[src/rtl/multdiv_iter.sv]
// -----------------------------------------------------------------------------
// multdiv_iter
// Iterative radix-2 multiplier/divider. One request is accepted at a time.
// Each request moves through PREP (operand magnitudes), COMP (WIDTH shift-add
// or restoring-divide steps), FIX (sign correction and result select) and
// DONE (result held until the consumer accepts it).
//
// Ports
//   clk_i          clock, all state updates on the rising edge
//   rst_ni         asynchronous active-low reset
//   req_valid_i    request present
//   req_ready_o    block is IDLE and can accept a request
//   operator_i     00 MUL (low half), 01 MULH (high half), 10 DIV, 11 REM
//   signed_mode_i  bit0: op_a signed, bit1: op_b signed
//   op_a_i/op_b_i  multiplicand/dividend, multiplier/divisor
//   kill_i         abort the current operation (blocks acceptance in IDLE)
//   res_valid_o    result_o is valid (state DONE)
//   res_ready_i    consumer accepts the result
//   result_o       operation result, held outside DONE
//   busy_o         state is not IDLE
// -----------------------------------------------------------------------------
module multdiv_iter #(
    parameter int WIDTH = 32
) (
    input  logic             clk_i,
    input  logic             rst_ni,
    input  logic             req_valid_i,
    output logic             req_ready_o,
    input  logic [1:0]       operator_i,
    input  logic [1:0]       signed_mode_i,
    input  logic [WIDTH-1:0] op_a_i,
    input  logic [WIDTH-1:0] op_b_i,
    input  logic             kill_i,
    output logic             res_valid_o,
    input  logic             res_ready_i,
    output logic [WIDTH-1:0] result_o,
    output logic             busy_o
);

    localparam int CNT_W = $clog2(WIDTH);

    typedef enum logic [2:0] {IDLE, PREP, COMP, FIX, DONE} state_e;

    state_e state_q, state_d;

    logic [1:0]       op_q;
    logic [1:0]       sm_q;
    logic [WIDTH-1:0] a_q;
    logic [WIDTH-1:0] b_q;
    logic [WIDTH:0]   mag_a_q;
    logic [WIDTH:0]   mag_b_q;
    // hi_q: product high half / partial remainder; lo_q: product low half /
    // dividend bits shifting out while quotient bits shift in.
    logic [WIDTH:0]   hi_q;
    logic [WIDTH-1:0] lo_q;
    logic [CNT_W-1:0] cnt_q;
    logic [WIDTH-1:0] result_q;

    // Magnitude on a WIDTH+1 bit datapath so |MIN| = 2^(WIDTH-1) is exact.
    function automatic logic [WIDTH:0] mag_of(input logic [WIDTH-1:0] v,
                                              input logic is_signed);
        logic signed [WIDTH:0] ext;
        ext = $signed({is_signed & v[WIDTH-1], v});
        if (is_signed && v[WIDTH-1]) ext = -ext;
        return ext;
    endfunction

    function automatic logic [2*WIDTH-1:0] neg_prod(input logic [2*WIDTH-1:0] v,
                                                    input logic neg);
        return neg ? -v : v;
    endfunction

    function automatic logic [WIDTH-1:0] neg_word(input logic [WIDTH-1:0] v,
                                                  input logic neg);
        return neg ? -v : v;
    endfunction

    logic accept;
    logic div_zero;
    logic sign_a, sign_b;

    assign accept   = req_valid_i & req_ready_o & ~kill_i;
    assign div_zero = op_q[1] && (b_q == '0);
    assign sign_a   = a_q[WIDTH-1] & sm_q[0];
    assign sign_b   = b_q[WIDTH-1] & sm_q[1];

    // ---- PREP: operand magnitudes ----
    logic [WIDTH:0] abs_a, abs_b;
    assign abs_a = mag_of(a_q, sm_q[0]);
    assign abs_b = mag_of(b_q, sm_q[1]);

    // ---- COMP: one radix-2 step ----
    logic [WIDTH:0] mul_sum;
    logic [WIDTH:0] div_shift;
    logic [WIDTH:0] div_diff;
    logic           div_ge;

    assign mul_sum   = hi_q + (lo_q[0] ? mag_a_q : '0);
    assign div_shift = {hi_q[WIDTH-1:0], lo_q[WIDTH-1]};
    assign div_diff  = div_shift - mag_b_q;
    assign div_ge    = div_shift >= mag_b_q;

    // ---- FIX: sign correction and result select ----
    logic [2*WIDTH-1:0] prod_fix;
    logic [WIDTH-1:0]   quo_fix, rem_fix, fix_res;

    assign prod_fix = neg_prod({hi_q[WIDTH-1:0], lo_q}, sign_a ^ sign_b);
    assign quo_fix  = neg_word(lo_q, sign_a ^ sign_b);
    assign rem_fix  = neg_word(hi_q[WIDTH-1:0], sign_a);

    always_comb begin
        fix_res = prod_fix[WIDTH-1:0];
        case (op_q)
            2'b00:   fix_res = prod_fix[WIDTH-1:0];
            2'b01:   fix_res = prod_fix[2*WIDTH-1:WIDTH];
            2'b10:   fix_res = quo_fix;
            default: fix_res = rem_fix;
        endcase
    end

    // ---- state register ----
    always_ff @(posedge clk_i or negedge rst_ni) begin
        if (!rst_ni) state_q <= IDLE;
        else         state_q <= state_d;
    end

    always_comb begin
        state_d = state_q;
        if (state_q != IDLE && kill_i) begin
            state_d = IDLE;
        end else begin
            case (state_q)
                IDLE:    if (accept) state_d = PREP;
                PREP:    state_d = div_zero ? DONE : COMP;
                COMP:    if (cnt_q == '0) state_d = FIX;
                FIX:     state_d = DONE;
                DONE:    if (res_ready_i) state_d = IDLE;
                default: state_d = IDLE;
            endcase
        end
    end

    // ---- datapath registers ----
    always_ff @(posedge clk_i or negedge rst_ni) begin
        if (!rst_ni) begin
            op_q     <= '0;
            sm_q     <= '0;
            a_q      <= '0;
            b_q      <= '0;
            mag_a_q  <= '0;
            mag_b_q  <= '0;
            hi_q     <= '0;
            lo_q     <= '0;
            cnt_q    <= '0;
            result_q <= '0;
        end else begin
            case (state_q)
                IDLE: begin
                    if (accept) begin
                        op_q <= operator_i;
                        sm_q <= signed_mode_i;
                        a_q  <= op_a_i;
                        b_q  <= op_b_i;
                    end
                end
                PREP: begin
                    if (!kill_i) begin
                        mag_a_q <= abs_a;
                        mag_b_q <= abs_b;
                        hi_q    <= '0;
                        lo_q    <= op_q[1] ? abs_a[WIDTH-1:0] : abs_b[WIDTH-1:0];
                        cnt_q   <= CNT_W'(WIDTH - 1);
                        // Divide by zero: DIV gives all ones, REM the raw dividend.
                        if (div_zero) result_q <= op_q[0] ? a_q : '1;
                    end
                end
                COMP: begin
                    if (!kill_i) begin
                        if (op_q[1]) begin
                            hi_q <= div_ge ? div_diff : div_shift;
                            lo_q <= {lo_q[WIDTH-2:0], div_ge};
                        end else begin
                            hi_q <= {1'b0, mul_sum[WIDTH:1]};
                            lo_q <= {mul_sum[0], lo_q[WIDTH-1:1]};
                        end
                        cnt_q <= cnt_q - 1'b1;
                    end
                end
                FIX: begin
                    if (!kill_i) result_q <= fix_res;
                end
                default: ;
            endcase
        end
    end

    assign req_ready_o = (state_q == IDLE);
    assign busy_o      = (state_q != IDLE);
    assign res_valid_o = (state_q == DONE);
    assign result_o    = result_q;

endmodule

[config.mk]
export PLATFORM = sky130hd
export DESIGN_NAME = multdiv_iter
export DESIGN_NICKNAME = d
export VERILOG_FILES = /design/src/rtl/multdiv_iter.sv
export SDC_FILE = /design/constraint.sdc
export NUM_CORES = 1
export LEC_CHECK = 0
export CORE_MARGIN = 1.5
export CORE_UTILIZATION = 60
export CTS_CLUSTER_DIAMETER = 200
export DETAILED_ROUTE_END_ITERATION = 6
export MAX_ROUTING_LAYER = met4
export PLACE_DENSITY = 0.8
export SETUP_SLACK_MARGIN = 0.02
export SYNTH_ARGS = -nofsm -noshare
export SYNTH_HDL_FRONTEND = slang
export SYNTH_SLANG_ARGS = --single-unit
[constraint.sdc]
create_clock -name clk_i -period 7.1 [get_ports clk_i]
set_clock_uncertainty 0.05 [all_clocks]
set_input_delay 1.775 -clock clk_i [delete_from_list [all_inputs] [get_ports clk_i]]
set_output_delay 1.775 -clock clk_i [all_outputs]
set_load 0.02 [all_outputs]
Word level (Yosys, flattened, before mapping)
Index checks and enable logic that the tools add are counted.
{"block": "op_classes", "addsub": 8, "order_cmp": 1, "eq_ne": 13, "mux": 31, "n_bitwise": 6, "n_reduce_logical": 16}
{"cell": "$mux W32", "n": 10}
{"cell": "$mux W33", "n": 7}
{"cell": "$pmux W32 S2", "n": 2}
{"cell": "$pmux W32 S3", "n": 1}
{"cell": "$neg A33 Y33", "n": 2}
{"cell": "$pmux W33 S2", "n": 1}
{"cell": "$mux W64", "n": 1}
{"cell": "$neg A32 Y32", "n": 2}
{"cell": "$neg A64 Y64", "n": 1}
{"cell": "$add A33 B33 Y33", "n": 1}
{"cell": "$ge A33 B33 Y1", "n": 1}
{"cell": "$sub A33 B33 Y33", "n": 1}
{"cell": "$logic_not A32 Y1", "n": 1}
{"cell": "$mux W3", "n": 5}
{"cell": "$pmux W3 S5", "n": 1}
{"cell": "$mux W5", "n": 2}
{"cell": "$pmux W5 S2", "n": 1}
{"cell": "$ne A2 B2 Y1 const B", "n": 4}
{"cell": "$eq A3 B2 Y1 const B", "n": 2}
{"cell": "$ne A3 B1 Y1 const B", "n": 2}
{"cell": "$reduce_and A3 Y1", "n": 2}
{"cell": "$logic_not A5 Y1", "n": 1}
{"cell": "$sub A5 B1 Y5 const B", "n": 1}
{"cell": "$and A1 B1 Y1", "n": 4}
{"cell": "14 further kinds", "n": 19}
{"block": "word_totals", "regBits": 239, "input_bits": 73}

Logic depth before layout (Yosys ltp)
{"block": "depth", "word_depth": 6, "mapped_depth": 16, "ltp_nobuf": 14}

Worst setup path after synthesis
Ideal clock, no wire load.
{"block": "synth_timing", "kind": "reg2reg", "from": "reg lo_q[0]", "to": "reg hi_q[31]", "arrival_ns": 3.285, "required_time_ns": 6.982, "setup_slack_ns": 3.697, "path_stages_with_launch": 17, "n_path_buf": 2, "cell_sequence": "dfrtp_1 clkbuf_1 clkbuf_1 and2_1 ha_1 inv_1 fa_1 nand2b_1 a211oi_1 o31ai_1 a21oi_1 o31a_1 nor4_2 o21ai_0 mux2i_1 o311a_1 a32o_1"}
{"block": "synth_via", "elab_chain_cells": 5}
{"element": "start: declaration", "line": "55", "source": "logic [WIDTH-1:0] lo_q;"}
{"element": "start signal: assignment", "line": "171", "source": "lo_q <= op_q[1] ? abs_a[WIDTH-1:0] : abs_b[WIDTH-1:0];"}
{"element": "start signal: assignment", "line": "181", "source": "lo_q <= {lo_q[WIDTH-2:0], div_ge};"}
{"element": "start signal: assignment", "line": "184", "source": "lo_q <= {mul_sum[0], lo_q[WIDTH-1:1]};"}
{"element": "$mux W33", "line": "98", "source": "assign mul_sum = hi_q + (lo_q[0] ? mag_a_q : '0);"}
{"element": "$add A33 B33 Y33", "line": "98"}
{"element": "$mux W33", "line": "179", "source": "if (op_q[1]) begin"}
{"element": "$mux W33", "line": "178", "source": "if (!kill_i) begin"}
{"element": "$pmux W33 S2", "line": "157", "source": "case (state_q)"}
{"element": "end signal: assignment", "line": "180", "source": "hi_q <= div_ge ? div_diff : div_shift;"}
{"element": "end signal: assignment", "line": "183", "source": "hi_q <= {1'b0, mul_sum[WIDTH:1]};"}
{"element": "end: declaration", "line": "54", "source": "logic [WIDTH:0] hi_q;"}
No other way between the ends. The select of a mux whose other input is x is not followed.
A chain may end at the register's enable or synchronous reset.

Final worst setup path
{"block": "layout_timing", "from": "reg hi_q[7]", "to": "reg hi_q[16]"}
{"block": "layout_via", "elab_chain_cells": 5}
{"element": "$sub A33 B33 Y33 / $ge A33 B33 Y1 (equally long branches)", "line": "100, 101"}
{"element": "$mux W33", "line": "180"}
{"element": "$mux W33 (*)", "line": "179"}
{"element": "$mux W33 (*)", "line": "178"}
{"element": "$pmux W33 S2 (*)", "line": "157"}
Mark *: on every way between the ends. The rest lies on a longest branch, timed or not. The select of a mux whose other input is x is not followed.

==> flow_summary.yaml <==
power_and_ir_drop:
  p_per_area_nw_per_um2: 465
  intPower_mw: 4.77
  peakVddDrop_v: 0.000257
  p_seq_share_pct: 28.0
  switchingPower_mw: 4.40
  power_frac_comb_pct: 55.2
  power.leakage_nw: 8.50
  switching_share_pct: 48.0
  clkPwrFrac_pct: 16.8
  p_total_mw: 9.17
logic_synthesis:
  synth_compound_area_share_pct: 23.3
  seq_area_frac_synth_pct: 34.2
  synth_nets: 2242
  synth_cell_type_count: 89
  avgSynthCellArea_um2: 8.35
  synth-main-ff-cell: "dfrtp_1"
  synth_xor_area_share_pct: 9.50
  synth_warnings: 0
  synth_fa_ha_area_share_pct: 5.30
  synthSimpleGateAreaFrac_pct: 17.9
  ys_seq_elements: 239
  synth.area.mux_share_pct: 5.46
  async_flop_share_pct: 100
  syn_inst: 2096
  synth_edf_count: 0
  netlist_area_um2: 17500
  synth_top_family_by_area: "compound AO/OA/AOI/OAI gates"
grt:
  grt_usage_pct: 38.5
  grt_pass1_vias: 15379
  antenna_found_initial: 0
  grt_max_degree: 111
  grt_overflow: 0
  grt_first_pass_wirelength_mm: 88.4
sta:
  report.final.slew_viol_count: 0
  maxSlewHeadroom_pct: 31.4
  rsz0062_at_grt: "false"
  fin_crit_ns: 4.16
  finalSetupTns_ns: 0
  tightest_slew_ns: 1.03
  setup_violations: 0
  hold_viol_final: 0
  clock.fmax_ghz: 0.240
  min_period_over_period_pct: 58.6
clock_tree:
  clk_pin_slew_ns: 0.06
  htree_num_levels: 1
  ctsResizeCount: 0
  cts_root_buffer: "clkbuf_16"
  cts.sinks: 239
  clockBufferDepth: 3
  post-cts-setup-buffers: 0
  cts_buffers: 28
  insertion_delay_ns: 0.57
  ctsHoldBuffers: 0
  cts_tree: "yes"
die:
  die_h_um: 174
  core_area_um2: 28700
  io_pins: 108
  rows: 62
  die_w_um: 174
  start_util_pct: 61.0
  die-area_um2: 30200
finish:
  nNetsFinal: 2275
  diodes: 0
  drive_gt1_share_pct: 8.70
  syn2layout_area_growth_pct: 12.7
placed_design:
  gp_congestion: 0.979
  hpwlAfterDp_mm: 42.6
  portBuffers: 107
hold_path:
  hold_path_class: "reg2reg"
drt:
  wl_per_cell_um: 22.5
  drt_iter0_drc: 1774
  remaining_drc_errors: 0
  ant_nets: 0
  drtPass1Iterations: 6
  vias: 16424
  vias_per_cell: 6.48
  wirelength_mm: 57.0
flow_run:
  cap_violations: 0
setup_path:
  slowest_stage: "dfrtp_1"
  worstPathMaxFanout: 59
  cp.arrival_ns: 4.52
  critPathMaxStageDelay_ns: 0.72
  critPathKind: "reg2reg"
  crit_top_cell: "o21ai_0"
  setup.worst_path.start_class: "flop"
  worstPathRequired_ns: 7.47
  end_kind: "flop"
  path_cells: "ha_1 > and4_1 > a31o_2 > a21oi_1 > a31oi_2 > a41oi_1 > o31a_2 > buf_4 > o21ai_0 > a32oi_1 > o21ai_0"
outcome:
  status: "complete, no violations"
## cell usage in the layout (no fill, tap or decap), types with 8 or more instances in the layout
cell type and count:
a2111oi_0 8, a211o_1 10, a211oi_1 32, a21o_1 33, a21oi_1 196, a22oi_1 15, a31oi_1 22, and2_1 42
and3_1 16, buf_4 25, clkbuf_16 28, clkdlybuf4s50_1 106, clkinv_2 10, dfrtp_1 238, ha_1 71, inv_1 60
mux2_2 68, mux2i_1 19, nand2_1 225, nand2b_1 19, nand3_1 25, nand4_1 13, nor2_1 167, nor2b_1 11
nor3_1 49, nor4_1 21, o211ai_1 14, o21ai_0 199, o21ai_1 18, o221ai_1 13, o22ai_1 20, o31ai_1 22
or3_1 22, xnor2_1 104, xor2_1 83
## per-stage QoR
step,instances,worst slack [ns],util (%),cell area [µm²],hold slack (ns)
finish,2534,2.94,68.7,19700,0.424
global route,2534,2.74,68.7,19700,0.453
CTS,2534,3.04,68.7,19700,0.425
detailed placement,2483,2.65,65.3,18700,0.410
global placement,2483,2.75,65.3,18700,0.403
floorplan,2096,3.70,-,17500,0.388
## per-layer routing
layer / vias to the layer above / share of wire (%) / global-route usage, %
met5: - / 0 / -
met4: 0 / 5.2 / 17.8
met3: 168 / 7.3 / 4.25
met2: 751 / 46 / 59.2
met1: 7913 / 41 / 51.1
li1: 7592 / - / -
## worst max-delay path, delay by kind of cell, from the launching register on
family / cells / cell delay, ns
AOI/OAI and AO/OA: 8 / 2.03
DFF: 1 / 0.72
buffers and inverters: 1 / 0.50
adders and majority gates: 1 / 0.42
and+or+nand+nor: 1 / 0.25
## sequential cells by signal (all words and copies together) (netlist names)
name,cells
sm_q,2
cnt_q,5
a_q,32
op_q,2
lo_q,32
b_q,32
result_o,32
hi_q,33
mag_b_q,33
mag_a_q,33
state_q,3
## cells by family (layout without fill, tap and decap cells)
family	after synthesis	in the layout
xor gates and xnor gates	189	189
DFF	239	239
adders and majority gates	73	73
and+or+nand+nor	653	653
muxes	87	87
buffers and inverters	189	243
AOI/OAI and AO/OA	666	666
## synthesized netlist by cell type (5+ instances only)
| master | number | area (µm²) |
|---|---|---|
| a2111oi_0 | 8 | 70.1 |
| a21o_1 | 33 | 248 |
| nand3_1 | 26 | 130 |
| o21ai_0 | 199 | 996 |
| o21ai_1 | 18 | 90.1 |
| mux2i_1 | 19 | 190 |
| a22oi_1 | 15 | 113 |
| xnor2_1 | 105 | 920 |
| nand2b_1 | 19 | 119 |
| nor4_1 | 21 | 131 |
| o221ai_1 | 13 | 114 |
| nor2_1 | 169 | 634 |
| nand2_1 | 225 | 845 |
| inv_1 | 60 | 225 |
| nand4_1 | 13 | 81.3 |
| nor3_1 | 49 | 245 |
| clkbuf_1 | 98 | 368 |
| nor4_2 | 5 | 62.6 |
| o31ai_1 | 22 | 165 |
| a211oi_1 | 32 | 240 |
| or3_1 | 22 | 138 |
| o21bai_1 | 6 | 45.0 |
| or2_2 | 5 | 31.3 |
| a211o_1 | 10 | 87.6 |
| o21a_1 | 6 | 45.0 |
| buf_2 | 9 | 45.0 |
| and3_1 | 16 | 100 |
| o22ai_1 | 20 | 125 |
| buf_1 | 12 | 45.0 |
| a31oi_1 | 22 | 138 |
| o211ai_1 | 14 | 105 |
| mux2_2 | 68 | 766 |
| or4_1 | 6 | 45.0 |
| xor2_1 | 83 | 727 |
| o41ai_1 | 6 | 52.6 |
| a21oi_1 | 196 | 981 |
| and2_1 | 42 | 263 |
| dfrtp_1 | 239 | 5980 |
| ha_1 | 71 | 888 |
| nor2b_1 | 11 | 68.8 |
| and4_1 | 5 | 43.8 |
## area by class of cell
| type | count | area, µm² |
|---|---|---|
| Multi-Input combinational cell | 1668 | 10800 |
| Sequential cell | 239 | 5980 |
| Tap cell | 384 | 480 |
| Timing Repair Buffer | 132 | 1260 |
| Inverter | 60 | 225 |
| Fill cell | 2327 | 8970 |
| Clock buffer | 35 | 767 |
| Clock inverter | 16 | 216 |
## power by group through the flow
stage	Sequential (mW)	Combinational [mW]	Clock (mW)
finish	2.57	5.06	1.54
CTS	2.55	4.97	1.56
global route	2.63	5.49	1.61
detailed placement	2.57	4.92	0
global placement	2.55	4.87	0
floorplan	2.33	3.61	0
## path summary, 6_finish.rpt
kind                             from         end  slack, ns  cells after the start
min reg2reg                mag_a_q[4]  mag_a_q[4]       0.42                      2
max in group asynchronous      rst_ni    hi_q[13]       4.31                      2
max                           hi_q[7]    hi_q[16]       2.94                     11
min in group asynchronous      rst_ni    hi_q[29]       1.21                      1
min                        mag_a_q[4]  mag_a_q[4]       0.42                      2
max reg2reg                   hi_q[7]    hi_q[16]       2.94                     11
No activity file was read; power rests on OpenSTA's default activity.
